File: src/rtl/jtag_pkg.sv
// jtag_pkg: TAP state encoding, bypass/IDCODE instruction code helpers and default IDCODE value
package jtag_pkg;
  typedef enum logic [3:0] {
    EX2_DR   = 4'h0,
    EX1_DR   = 4'h1,
    SH_DR    = 4'h2,
    PAUSE_DR = 4'h3,
    SEL_IR   = 4'h4,
    UPD_DR   = 4'h5,
    CAP_DR   = 4'h6,
    SEL_DR   = 4'h7,
    EX2_IR   = 4'h8,
    EX1_IR   = 4'h9,
    SH_IR    = 4'hA,
    PAUSE_IR = 4'hB,
    RTI      = 4'hC,
    UPD_IR   = 4'hD,
    CAP_IR   = 4'hE,
    TLR      = 4'hF
  } tap_state_t;
  localparam logic [31:0] IDCODE_DEFAULT = 32'h1234_5001;
  function automatic int bypass_code(input int w);
    return (1 << w) - 1;
  endfunction
  function automatic int idcode_code(input int w);
    return (1 << w) - 2;
  endfunction
endpackage

File: src/rtl/jtag_tap_fsm.sv
// jtag_tap_fsm: 16-state TAP controller on tms (clk, async active-low reset) with capture/shift/update strobes and tlr (in or entering TEST_LOGIC_RESET)
module jtag_tap_fsm import jtag_pkg::*; (
  input  logic       clk,
  input  logic       reset,
  input  logic       tms,
  output tap_state_t state,
  output logic       cap_ir,
  output logic       sh_ir,
  output logic       upd_ir,
  output logic       cap_dr,
  output logic       sh_dr,
  output logic       upd_dr,
  output logic       tlr
);
  tap_state_t nxt;
  always_ff @(posedge clk or negedge reset)
    if (!reset) state <= TLR;
    else state <= nxt;
  always_comb begin
    nxt = state;
    case (state)
      TLR:      nxt = tms ? TLR    : RTI;
      RTI:      nxt = tms ? SEL_DR : RTI;
      SEL_DR:   nxt = tms ? SEL_IR : CAP_DR;
      CAP_DR:   nxt = tms ? EX1_DR : SH_DR;
      SH_DR:    nxt = tms ? EX1_DR : SH_DR;
      EX1_DR:   nxt = tms ? UPD_DR : PAUSE_DR;
      PAUSE_DR: nxt = tms ? EX2_DR : PAUSE_DR;
      EX2_DR:   nxt = tms ? UPD_DR : SH_DR;
      UPD_DR:   nxt = tms ? SEL_DR : RTI;
      SEL_IR:   nxt = tms ? TLR    : CAP_IR;
      CAP_IR:   nxt = tms ? EX1_IR : SH_IR;
      SH_IR:    nxt = tms ? EX1_IR : SH_IR;
      EX1_IR:   nxt = tms ? UPD_IR : PAUSE_IR;
      PAUSE_IR: nxt = tms ? EX2_IR : PAUSE_IR;
      EX2_IR:   nxt = tms ? UPD_IR : SH_IR;
      UPD_IR:   nxt = tms ? SEL_DR : RTI;
      default:  nxt = TLR;
    endcase
  end
  assign cap_ir = state == CAP_IR;
  assign sh_ir  = state == SH_IR;
  assign upd_ir = state == UPD_IR;
  assign cap_dr = state == CAP_DR;
  assign sh_dr  = state == SH_DR;
  assign upd_dr = state == UPD_DR;
  assign tlr    = state == TLR || nxt == TLR;
endmodule

File: src/rtl/jtag_tap_scan_bank.sv
// jtag_tap_scan_bank: TAP + IR/shadow + NUM_DR shadowed DRs + bypass; ports clk reset(async low) tms tdi -> tdo tdo_en, ir_status -> instruction, dr_capture -> dr_q dr_update, tap_state; JTAG_IDCODE_EN adds IDCODE chain
module jtag_tap_scan_bank import jtag_pkg::*; #(
  parameter int IR_WIDTH = 3,
  parameter int NUM_DR = 2,
  parameter int DR_WIDTH = 8,
  parameter logic [DR_WIDTH-1:0] DR_RESET = {DR_WIDTH{1'b1}}
`ifdef JTAG_IDCODE_EN
  , parameter logic [31:0] IDCODE_VALUE = IDCODE_DEFAULT
`endif
) (
  input  logic                       clk,
  input  logic                       reset,
  input  logic                       tms,
  input  logic                       tdi,
  output logic                       tdo,
  output logic                       tdo_en,
  input  logic [IR_WIDTH-1:0]        ir_status,
  output logic [IR_WIDTH-1:0]        instruction,
  input  logic [NUM_DR*DR_WIDTH-1:0] dr_capture,
  output logic [NUM_DR*DR_WIDTH-1:0] dr_q,
  output logic [NUM_DR-1:0]          dr_update,
  output logic [3:0]                 tap_state
);
  localparam int SW = $clog2(NUM_DR + 2);
  localparam logic [SW-1:0] S_BYP = SW'(NUM_DR);
`ifdef JTAG_IDCODE_EN
  localparam logic [SW-1:0] S_IDC = SW'(NUM_DR + 1);
  localparam logic [IR_WIDTH-1:0] RST_INSTR = IR_WIDTH'(idcode_code(IR_WIDTH));
`else
  localparam logic [IR_WIDTH-1:0] RST_INSTR = IR_WIDTH'(bypass_code(IR_WIDTH));
`endif
  tap_state_t state;
  logic cap_ir, sh_ir, upd_ir, cap_dr, sh_dr, upd_dr, tlr;
  logic [IR_WIDTH-1:0] ir_chain;
  logic [SW-1:0] sel, sel_q;
  logic [NUM_DR-1:0] dr_msb;
  logic byp, tdo_dr;
  jtag_tap_fsm u_fsm (
    .clk(clk), .reset(reset), .tms(tms), .state(state),
    .cap_ir(cap_ir), .sh_ir(sh_ir), .upd_ir(upd_ir),
    .cap_dr(cap_dr), .sh_dr(sh_dr), .upd_dr(upd_dr), .tlr(tlr)
  );
  assign tap_state = state;
  always_ff @(posedge clk or negedge reset)
    if (!reset) begin
      ir_chain <= '1;
      instruction <= RST_INSTR;
    end else begin
      ir_chain <= cap_ir ? ir_status : sh_ir ? {ir_chain[IR_WIDTH-2:0], tdi} : ir_chain;
      instruction <= tlr ? RST_INSTR : upd_ir ? ir_chain : instruction;
    end
  always_comb begin
    sel = (int'(instruction) < NUM_DR) ? SW'(instruction) : S_BYP;
`ifdef JTAG_IDCODE_EN
    if (int'(instruction) == idcode_code(IR_WIDTH)) sel = S_IDC;
`endif
  end
  // the selection is frozen at CAPTURE_DR so shift/update act on the chain that was captured
  always_ff @(posedge clk or negedge reset)
    if (!reset) begin
      sel_q <= S_BYP;
      byp <= 1'b0;
    end else begin
      sel_q <= cap_dr ? sel : sel_q;
      byp <= (cap_dr && sel == S_BYP) ? 1'b0 : (sh_dr && sel_q == S_BYP) ? tdi : byp;
    end
  for (genvar i = 0; i < NUM_DR; i++) begin : g_dr
    localparam logic [SW-1:0] ID = SW'(i);
    logic [DR_WIDTH-1:0] ch;
    assign dr_msb[i] = ch[DR_WIDTH-1];
    assign dr_update[i] = upd_dr && sel_q == ID;
    always_ff @(posedge clk or negedge reset)
      if (!reset) begin
        ch <= '0;
        dr_q[i*DR_WIDTH +: DR_WIDTH] <= DR_RESET;
      end else begin
        if (cap_dr && sel == ID) ch <= dr_capture[i*DR_WIDTH +: DR_WIDTH];
        else if (sh_dr && sel_q == ID) ch <= {ch[DR_WIDTH-2:0], tdi};
        if (dr_update[i]) dr_q[i*DR_WIDTH +: DR_WIDTH] <= ch;
      end
  end
`ifdef JTAG_IDCODE_EN
  logic [31:0] idc;
  always_ff @(posedge clk or negedge reset)
    if (!reset) idc <= '0;
    else idc <= (cap_dr && sel == S_IDC) ? IDCODE_VALUE : (sh_dr && sel_q == S_IDC) ? {idc[30:0], tdi} : idc;
`endif
  always_comb begin
    tdo_dr = byp;
    for (int k = 0; k < NUM_DR; k++) if (sel_q == SW'(k)) tdo_dr = dr_msb[k];
`ifdef JTAG_IDCODE_EN
    if (sel_q == S_IDC) tdo_dr = idc[31];
`endif
  end
  assign tdo = sh_ir ? ir_chain[IR_WIDTH-1] : sh_dr ? tdo_dr : 1'b0;
  assign tdo_en = sh_ir | sh_dr;
endmodule

File: config.mk
export PLATFORM = sky130hd
export DESIGN_NAME = jtag_tap_scan_bank
export DESIGN_NICKNAME = d
export VERILOG_FILES = /design/src/rtl/jtag_pkg.sv /design/src/rtl/jtag_tap_fsm.sv /design/src/rtl/jtag_tap_scan_bank.sv
export SDC_FILE = /design/constraint.sdc
export NUM_CORES = 1
export LEC_CHECK = 0
export BUFFER_PORTS_ARGS = -buffer_cell sky130_fd_sc_hd__buf_2
export CELL_PAD_IN_SITES_DETAIL_PLACEMENT = 1
export CELL_PAD_IN_SITES_GLOBAL_PLACEMENT = 1
export CORE_MARGIN = 8
export CORE_UTILIZATION = 41
export CTS_CLUSTER_DIAMETER = 50
export DETAILED_ROUTE_END_ITERATION = 10
export PLACE_DENSITY_LB_ADDON = 0.1
export REMOVE_ABC_BUFFERS = 1
export SYNTH_ARGS = -nofsm -noshare
export SYNTH_HDL_FRONTEND = slang
export SYNTH_HIERARCHICAL = 1
export SYNTH_SLANG_ARGS = --single-unit
File: constraint.sdc
create_clock -name clk -period 2.8 [get_ports clk]
set_input_delay 0.42 -clock clk [delete_from_list [all_inputs] [get_ports clk]]
set_output_delay 0.42 -clock clk [all_outputs]
set_load 0.005 [all_outputs]
==> metrics.yaml, run 1 <==
hp-class: "input pin to asynchronous set/reset pin"
ys_seq_elements: 45
hpwlAfterDp_um: 3790
drive_gt1_frac: 0.444
peakVddDrop_mv: 0.583
diodes: 0
cts_tree: "done"
drtIter0Drc: 43
critical_path.endpoint_type: "primary output"
grt_pass1_wl_um: 8250
grt_util_met3: 0.0436
grt.overflow.total: 0
cts.htree.levels: 2
final_common_cell: "buf_2"
chipHeight_um: 88.4
drcViolationCount: 0
syn_area_sq_mm: 0.00215
skew_ns: 0.00899
ys_types: 37
root_buffer: "clkbuf_8"
io_pins: 50
setup_viol: 0
relSlewSlack: 0.579
grt_max_degree: 32
cts_made_buffers: 5
period_needed_ns: 2.49
seq_area_frac_synth: 0.539
io_buffers: 49
startpoint_type: "register"
routed_via_density: 5.04
rsz0062_at_grt: "false"
coreArea_sq_mm: 0.00507
gp_congestion: 0.798
crit_path_end: "tdo"
clockBufferDepth: 2
use_met1: 0.170
postSynthCellCount: 203
finalHoldViolations: 0
grt_use_total: 0.137
dieArea_sq_mm: 0.00782
grt_busiest_layer: "met2"
rr_worst_depth: 5
power.density_mw_per_mm2: 1020
syn_to_final_growth_pct: 16.9
die_w_um: 88.4
fmax_mhz: 401
first_global_vias: 1727
tightest_slew_ns: 0.630
antenna_found_initial: 0
final_cell_mix: "buf_2, nand2_1, dfstp_2, nor2_1, dfrtp_1"
clkSinkCount: 45
drt_first_pass_iters: 4
cts.hold.buffers_added: 0
rrSetupSlack_ns: 0.56
yosysWarnings: 6
clk_latency_ns: 0.30
rows: 26
grt_use_met2: 0.218
timing.critical_path.required_ns: 2.38
via_count: 1623
ant_nets: 0
crit_path_start: "u_fsm/state[1]$_DFF_PN1_"
final-max-slew-violation-count: 0
wl_per_cell_um: 15.4
critPathMaxFanout: 10
nets: 274
whs_ns: 0.0134
avgSynthCellArea_sq_um: 10.6
clk_pin_slew_ns: 0.08
fin_setup_tns_ns: 0
rr_endpoint: "g_dr[0].ch[0]$_DFFE_PN0P_"
worstPathArrival_ns: 2.07
criticalPathCategory: "register to primary output"
max_cap_violations: 0
routed_wl_um: 4960
cts_resized: 0
start_util: 0.424
r2r_start: "u_fsm/state[1]$_DFF_PN1_"
postCtsSetupBuffers: 0
power.leakage_nw: 1.16
status: "finished clean"
timing.final.crit_share: 0.890
==> Yosys cell counts (all sizes together) <==
| library cell | instances | area [sq um] |
|---|---|---|
| dfrtp | 18 | 450 |
| and3b | 1 | 8.76 |
| nor2 | 22 | 87.6 |
| a211oi | 1 | 7.51 |
| nand2 | 39 | 149 |
| nand3b | 3 | 22.5 |
| nor3b | 4 | 35.0 |
| o2bb2ai | 1 | 8.76 |
| or4b | 1 | 10.0 |
| a21o | 1 | 7.51 |
| nand4bb | 1 | 11.3 |
| a221o | 1 | 10.0 |
| mux2i | 4 | 40.0 |
| inv | 6 | 22.5 |
| mux2 | 17 | 191 |
| buf | 9 | 73.8 |
| a41oi | 1 | 8.76 |
| or2 | 1 | 6.26 |
| a21oi | 2 | 10.0 |
| o21ai | 7 | 35.0 |
| nor2b | 3 | 18.8 |
| o211ai | 1 | 7.51 |
| or3b | 1 | 8.76 |
| clkbuf | 4 | 15.0 |
| nand2b | 3 | 26.3 |
| nor4b | 1 | 8.76 |
| a211o | 3 | 26.3 |
| nor3 | 3 | 15.0 |
| dfstp | 27 | 709 |
| a31oi | 17 | 119 |
==> cell families (layout without fill, tap and decap cells) <==
kind of cell / count (synthesis) / in the layout / synth area share
AO/OA/AOI/OAI: 35 / 35 / 0.112
buffers and inverters: 19 / 68 / 0.0518
flip-flops: 45 / 45 / 0.539
multiplexers: 21 / 21 / 0.108
AND/OR/NAND/NOR: 83 / 83 / 0.190
==> worst min-delay path by stage <==
| stage | start | endpoint | slack [ns] | cells after the start |
|---|---|---|---|---|
| 4_1_cts | reset | g_dr[1].ch[3]$_DFFE_PN0P_ | 0.02 | 1 |
| 3_5_place_dp | reset | g_dr[1].ch[3]$_DFFE_PN0P_ | 0.35 | 1 |
| 3_3_place_gp | reset | g_dr[1].ch[3]$_DFFE_PN0P_ | 0.34 | 1 |
| 6_report | reset | g_dr[1].ch[3]$_DFFE_PN0P_ | 0.01 | 1 |
| 2_1_floorplan | reset | byp$_DFFE_PN0P_ | 0.12 | 0 |
| 5_1_grt | reset | g_dr[1].ch[3]$_DFFE_PN0P_ | 0.03 | 1 |
==> sequential cells by signal, summed over array words and instances (netlist names) <==
signal / flops
byp: 1
dr_q: 16
g_dr.ch: 16
instruction: 3
ir_chain: 3
sel_q: 2
u_fsm/state: 4
==> area by class of cell <==
type                    count  area [sq um]
clock buffers               7          76.3
clock inverters             1          5.00
fillers                   623          2560
inverters                   6          22.5
multi-input cells         139           880
flip-flops and latches     45          1160
well taps                  70          87.6
repair buffers             54           283
==> stage by stage <==
step | total power (W) | std cells | setup slack, ns | cell area, sq um | utilization
after floorplan | 0.00182 | 190 | 0.598 | 2060 | -
after global placement | 0.00216 | 314 | 0.639 | 2430 | 0.479
after detailed placement | 0.00220 | 314 | 0.542 | 2430 | 0.479
after CTS | 0.00260 | 322 | 0.282 | 2510 | 0.495
after global routing | 0.00276 | 322 | 0.0917 | 2510 | 0.495
final | 0.00255 | 322 | 0.307 | 2510 | 0.495
==> power by group <==
group,internal (W),total (W),switching (W)
clock,0.000175,0.000389,0.000214
combinational,0.000435,0.000803,0.000368
sequential,0.00109,0.00136,0.000274
==> metal layers <==
layer,share of wire,wire length (um)
met5,0,0
met4,0.014,70
met2,0.46,2310
met3,0.059,295
met1,0.46,2290
==> worst max-delay path, stage by stage (launching register included) <==
cell and delay, ns:
dfstp_2 0.64, nand2b_4 0.09, nor3_1 0.48, o211ai_1 0.20, o21ai_0 0.22, buf_2 0.15
(Power assumes the default switching activity.)
==> run 2: changes to the inputs <==
--- a/config.mk
+++ b/config.mk
@@ -9,12 +9,11 @@
 export CELL_PAD_IN_SITES_DETAIL_PLACEMENT = 1
 export CELL_PAD_IN_SITES_GLOBAL_PLACEMENT = 1
 export CORE_MARGIN = 8
-export CORE_UTILIZATION = 41
+export CORE_UTILIZATION = 42
 export CTS_CLUSTER_DIAMETER = 50
 export DETAILED_ROUTE_END_ITERATION = 10
 export PLACE_DENSITY_LB_ADDON = 0.1
 export REMOVE_ABC_BUFFERS = 1
 export SYNTH_ARGS = -nofsm -noshare
 export SYNTH_HDL_FRONTEND = slang
-export SYNTH_HIERARCHICAL = 1
 export SYNTH_SLANG_ARGS = --single-unit
==> constraint.sdc (replaced) <==
create_clock -name clk -period 2.8 [get_ports clk]
set_input_delay 0.28 -clock clk [delete_from_list [all_inputs] [get_ports clk]]
set_output_delay 0.28 -clock clk [all_outputs]
set_load 0.005 [all_outputs]
==> run 2 against run 1 <==
  * Global-route usage up 1.7 points
  * Core utilization is 2.3 points higher
  * Area after synthesis increased by 5.4%
  * Register-to-register slack gained 0.14 ns
  * Synthesized cell count grew 3.4%
  * Sequential power up 3%
  * Non-clock buffer count decreased by 2
  * Wire length up 18%
  * Clock power increased by 50%
  * Power rose by 15%
  * Critical path type unchanged
  * Highest routed layer unchanged
==> metrics.yaml, run 2 <==
status: "finished clean"
critPathMaxFanout: 16
sequentialPowerShare: 0.474
io_pins: 50
multi_input_area_sq_mm: 0.00101
ant_nets: 0
use_met1: 0.209
power.density_mw_per_mm2: 1100
synth_top_area_share: 0.313
area.sequential_sq_mm: 0.00116
start_util: 0.438
grt.overflow.total: 0
startpoint_type: "register"
pre_cts_ws_ns: 0.688
routed_wl_um: 5850
grt_busiest_layer: "met2"
grt_use_total: 0.155
io_buffers: 49
crit_buf_inv: 2
drtIter0Drc: 65
dieArea_sq_mm: 0.00800
rrSetupSlack_ns: 0.70
nets: 275
clockPowerShare: 0.198
cts_tree: "done"
drt_first_pass_iters: 4
cp_slowest_cell: "or4_1"
antenna_found_initial: 0
cp_cell_sequence: "nand2b_1 > or4_1 > inv_1 > buf_2"
peakVddDrop_mv: 0.589
grt_max_degree: 46
finalHoldViolations: 0
rr_endpoint: "dr_q[9]$_DFFE_PN1P_"
final-max-slew-violation-count: 0
period_needed_ns: 2.45
synth_ff_type: "dfstp_2"
fill_cells: 596
hp-class: "input pin to asynchronous set/reset pin"
avgSynthCellArea_sq_um: 10.8
synth_edf_count: 0
critical_path.endpoint_type: "primary output"
fin_setup_tns_ns: 0
postSynthCellCount: 210
routed_via_density: 5.54
setup_viol: 0
first_global_vias: 1863
yosys-top-cells-area: "dfstp_2, dfrtp_1, o21ai_0, mux2_4, a31oi_1"
cts.hold.buffers_added: 0
grt_util_met3: 0.0377
cts.htree.levels: 2
dp_cells: 315
rsz0062_at_grt: "false"
syn_area_sq_mm: 0.00227
crit_family: "simple AND/OR/NAND/NOR gates"
root_buffer: "clkbuf_8"
die_w_um: 89.5
skew_ns: 0.00457
cts_resized: 0
power.switching_w: 0.00104
power.leakage_nw: 1.15
p_int_w: 0.00191
drive_gt1_frac: 0.435
gp_congestion: 0.791
timing.final.crit_share: 0.875
r2r_start: "u_fsm.state[0]$_DFF_PN1_"
coreArea_sq_mm: 0.00517
ys_types: 40
syn_to_final_growth_pct: 18.2
criticalPathCategory: "register to primary output"
cts_made_buffers: 5
design_area_sq_mm: 0.00268
setup_slack_ns: 0.351
clkSinkCount: 45
grt_use_met2: 0.229
diodes: 0
yosysWarnings: 0
yosysMostFrequentCell: "dfstp_2"
synth_common_cells: "dfstp_2, o21ai_0, dfrtp_1"
hpwlAfterDp_um: 4040
top_regs: "dr_q x16, g_dr.ch x16, u_fsm.state x4"
timing.critical_path.required_ns: 2.52
max_cap_violations: 0
chipHeight_um: 89.5
final_common_cell: "buf_2"
final_cells: 323
seq_area_frac_synth: 0.512
drcViolationCount: 0
wl_per_cell_um: 18.1
clk_pin_slew_ns: 0.09
final_cell_mix: "buf_2, dfstp_2, o21ai_0, dfrtp_1"
clk_latency_ns: 0.30
cp_num_cells: 4
power_frac_comb: 0.328
via_count: 1791
clockBufferDepth: 2
max_stage_delay_ns: 0.79
placed_area_sq_mm: 0.00254
grt_pass1_wl_um: 9370
tightest_slew_ns: 0.972
switching_share: 0.352
ys_seq_elements: 45
async_flop_share: 1.00
postCtsSetupBuffers: 0
worstPathArrival_ns: 2.17
relSlewSlack: 0.352
fmax_mhz: 408
rows: 26
rr_worst_depth: 3
synth_area_leader_cell: "dfstp_2"
-- run 2: cell types whose count changed after synthesis, sizes merged, moves of 3 or more --
cell    delta
clkbuf     +5
a211o      -3
nand4b     +9
nand3      +9
nor2      -18
nor3b      -4
nor3      +14
o21ai     +17
nand2     -28
-- run 2: how the worst max path moves through the flow --
stage	to	slack, ns	start
2_1_floorplan	dr_q[10]$_DFFE_PN1P_	0.90	u_fsm.state[0]$_DFF_PN1_
3_5_place_dp	dr_update[1]	0.69	u_fsm.state[0]$_DFF_PN1_
5_1_grt	dr_update[1]	0.21	u_fsm.state[0]$_DFF_PN1_
4_1_cts	dr_update[1]	0.34	u_fsm.state[0]$_DFF_PN1_
6_report	dr_update[1]	0.35	u_fsm.state[0]$_DFF_PN1_
3_3_place_gp	dr_update[1]	0.71	u_fsm.state[0]$_DFF_PN1_
-- run 2: power groups by stage --
stage               logic [W]  clock network, W  registers (W)
global placement     0.000945                 0        0.00139
finish               0.000964          0.000582        0.00140
CTS                  0.000982          0.000596        0.00139
detailed placement   0.000978                 0        0.00140
global route          0.00107          0.000623        0.00145
floorplan            0.000606                 0        0.00134
-- run 2: routing by layer --
metal	wire (um)	vias up
li1	-	857
met1	2800	887
met2	2630	39
met3	341	8
met4	77	0
met5	0	-
-- run 2: kinds of logic after synthesis --
kind of cell	count (synthesis)	synth area share
muxes	23	0.124
and+or+nand+nor	70	0.193
DFF	45	0.512
buffers and inverters	23	0.0436
AOI/OAI and AO/OA	49	0.128
-- run 2: cell type report --
type,instances,area share
Tap cell,70,0.0327
Sequential cell,45,0.433
Inverter,6,0.00841
Clock inverter,3,0.0243
Multi-Input combinational cell,142,0.376
Timing Repair Buffer,52,0.100
Clock buffer,5,0.0257
-- run 2: per-stage QoR --
stage	util	total power [W]	hold WS, ns
detailed placement	0.492	0.00238	0.487
CTS	0.518	0.00297	0.160
global placement	0.492	0.00233	0.478
floorplan	-	0.00194	-0.0156
finish	0.518	0.00294	0.130
global route	0.518	0.00315	0.194
==> run 3: changes to the inputs <==
--- a/config.mk
+++ b/config.mk
@@ -9,11 +9,12 @@
 export CELL_PAD_IN_SITES_DETAIL_PLACEMENT = 1
 export CELL_PAD_IN_SITES_GLOBAL_PLACEMENT = 1
 export CORE_MARGIN = 8
-export CORE_UTILIZATION = 42
-export CTS_CLUSTER_DIAMETER = 50
+export CORE_UTILIZATION = 43
+export CTS_BUF_LIST = sky130_fd_sc_hd__clkbuf_8
 export DETAILED_ROUTE_END_ITERATION = 10
 export PLACE_DENSITY_LB_ADDON = 0.1
 export REMOVE_ABC_BUFFERS = 1
 export SYNTH_ARGS = -nofsm -noshare
 export SYNTH_HDL_FRONTEND = slang
+export SYNTH_HIERARCHICAL = 1
 export SYNTH_SLANG_ARGS = --single-unit
==> run 3 against run 2 <==
  * First-iteration DRC count shrank 34%
  * Setup slack better by 0.042 ns
  * Core utilization up 0.52 points
  * Combinational power is 16% lower
  * Clock power down 34%
  * Die area down 6.0%
  * Global-route usage is 1.2 points lower
  * Sequential cell count stayed put
  * Clock-buffer cell count stayed put
  * Fmax increased by 1.7%
  * Power fell by 13%
==> metrics.yaml, run 3 (synthesis results as in run 1) <==
status: "finished clean"
timing.critical_path.required_ns: 2.52
io_buffers: 49
cts_made_buffers: 5
root_buffer: "clkbuf_8"
cts.htree.levels: 2
power.density_mw_per_mm2: 1020
cts.hold.buffers_added: 0
relSlewSlack: 0.386
via_count: 1626
clkSinkCount: 45
drcViolationCount: 0
cts_resized: 0
final_cells: 318
cp_slowest_cell: "dfstp_2"
routed_wl_um: 5070
clk_latency_ns: 0.30
fill_cells: 574
worstPathArrival_ns: 2.13
grt_use_total: 0.143
final_cell_mix: "buf_2, nand2_1, dfstp_2, nor2_1, dfrtp_1"
diodes: 0
dp_cells: 310
whs_ns: 0.116
die_w_um: 86.7
skew_ns: 0.00592
peakVddDrop_mv: 0.572
top_regs: "dr_q x16, g_dr.ch x16, u_fsm/state x4"
setup_slack_ns: 0.393
chipHeight_um: 86.7
drt_first_pass_iters: 4
final-max-slew-violation-count: 0
hp-class: "input pin to asynchronous set/reset pin"
period_needed_ns: 2.41
pre_cts_ws_ns: 0.529
startpoint_type: "register"
nets: 273
rsz0062_at_grt: "false"
area.sequential_sq_mm: 0.00116
cts_tree: "done"
clockBufferDepth: 2
dieArea_sq_mm: 0.00752
setup_viol: 0
critPathMaxFanout: 10
max_stage_delay_ns: 0.64
critical_path.endpoint_type: "primary output"
postCtsSetupBuffers: 0
finalHoldViolations: 0
antenna_found_initial: 0
multi_input_area_sq_um: 880
hpwlAfterDp_um: 3740
gp_congestion: 0.768
max_cap_violations: 0
criticalPathCategory: "register to primary output"
tightest_slew_ns: 0.922
drive_gt1_frac: 0.446
grt_pass1_wl_um: 8550
drtIter0Drc: 43
wl_per_cell_um: 16.0
routed_via_density: 5.11
fin_setup_tns_ns: 0
coreArea_sq_mm: 0.00479
grt_max_degree: 42
cp_cell_sequence: "nand2b_4 > nor3_1 > o211ai_1 > o21ai_0 > buf_2"
start_util: 0.449
power.leakage_nw: 1.16
syn_to_final_growth_pct: 16.4
grt.overflow.total: 0
first_global_vias: 1808
final_common_cell: "buf_2"
clk_pin_slew_ns: 0.08
io_pins: 50
fmax_mhz: 415
rows: 25
timing.final.crit_share: 0.860
ant_nets: 0
-- run 3: cell types whose count changed in the layout (fill, tap and decap cells not counted), sizes merged, moves of 2 or more --
cell,change
nor3b,+4
nand4b,-9
nor2b,+2
nor3,-14
mux2i,-2
nor2,+18
nand2,+28
o21ai,-17
bufinv,-2
a211o,+3
nand3b,+2
nor4b,-2
nand3,-9
nand2b,-2
-- run 3: final timing paths --
check,to,slack (ns),depth (start not counted),from
worst max-delay path,tdo,0.39,5,u_fsm/state[1]$_DFF_PN1_
worst min-delay path,g_dr[1].ch[3]$_DFFE_PN0P_,0.12,1,reset
worst max register to register,g_dr[0].ch[2]$_DFFE_PN0P_,0.50,5,u_fsm/state[2]$_DFF_PN1_
worst min register to register,byp$_DFFE_PN0P_,0.53,2,byp$_DFFE_PN0P_
max in group asynchronous,dr_q[1]$_DFFE_PN1P_,1.98,2,reset
min in group clk,ir_chain[0]$_DFFE_PN1P_,0.19,3,ir_status[0]
-- run 3: layout make-up --
class / count / area share
Sequential cell: 45 / 0.463
Multi-Input combinational cell: 139 / 0.351
Timing Repair Buffer: 53 / 0.110
Tap cell: 67 / 0.0335
Clock buffer: 5 / 0.0275
Inverter: 6 / 0.00900
Clock inverter: 3 / 0.00550
-- run 3: stage by stage --
step	cell area, sq um	utilization	power [W]
3_5_place_dp	2420	0.506	0.00221
2_1_floorplan	2060	-	0.00182
5_1_grt	2500	0.523	0.00276
4_1_cts	2500	0.523	0.00260
3_3_place_gp	2420	0.506	0.00216
6_report	2500	0.523	0.00256
-- run 3: critical path, delay by kind of cell (launching register included) --
kind	cells	cell delay (ns)
flip-flops	1	0.64
AND/OR/NAND/NOR	2	0.59
AO/OA/AOI/OAI	2	0.44
buffers and inverters	1	0.15
-- run 3: report_power, final --
| part | internal [W] | leakage, nW | switching (W) |
|---|---|---|---|
| registers | 0.00109 | 0.497 | 0.000281 |
| logic | 0.000435 | 0.617 | 0.000370 |
| clock network | 0.000169 | 0.0491 | 0.000213 |
| total | 0.00169 | 1.16 | 0.000864 |
-- run 3: per-layer routing --
metal	GRT usage	up-vias	share of wire	wire length [um]
met5	0	-	0	0
met4	0.0423	0	0.0083	42
met3	0.0501	4	0.058	295
met2	0.240	33	0.49	2510
met1	0.166	800	0.44	2230
li1	-	789	-	-
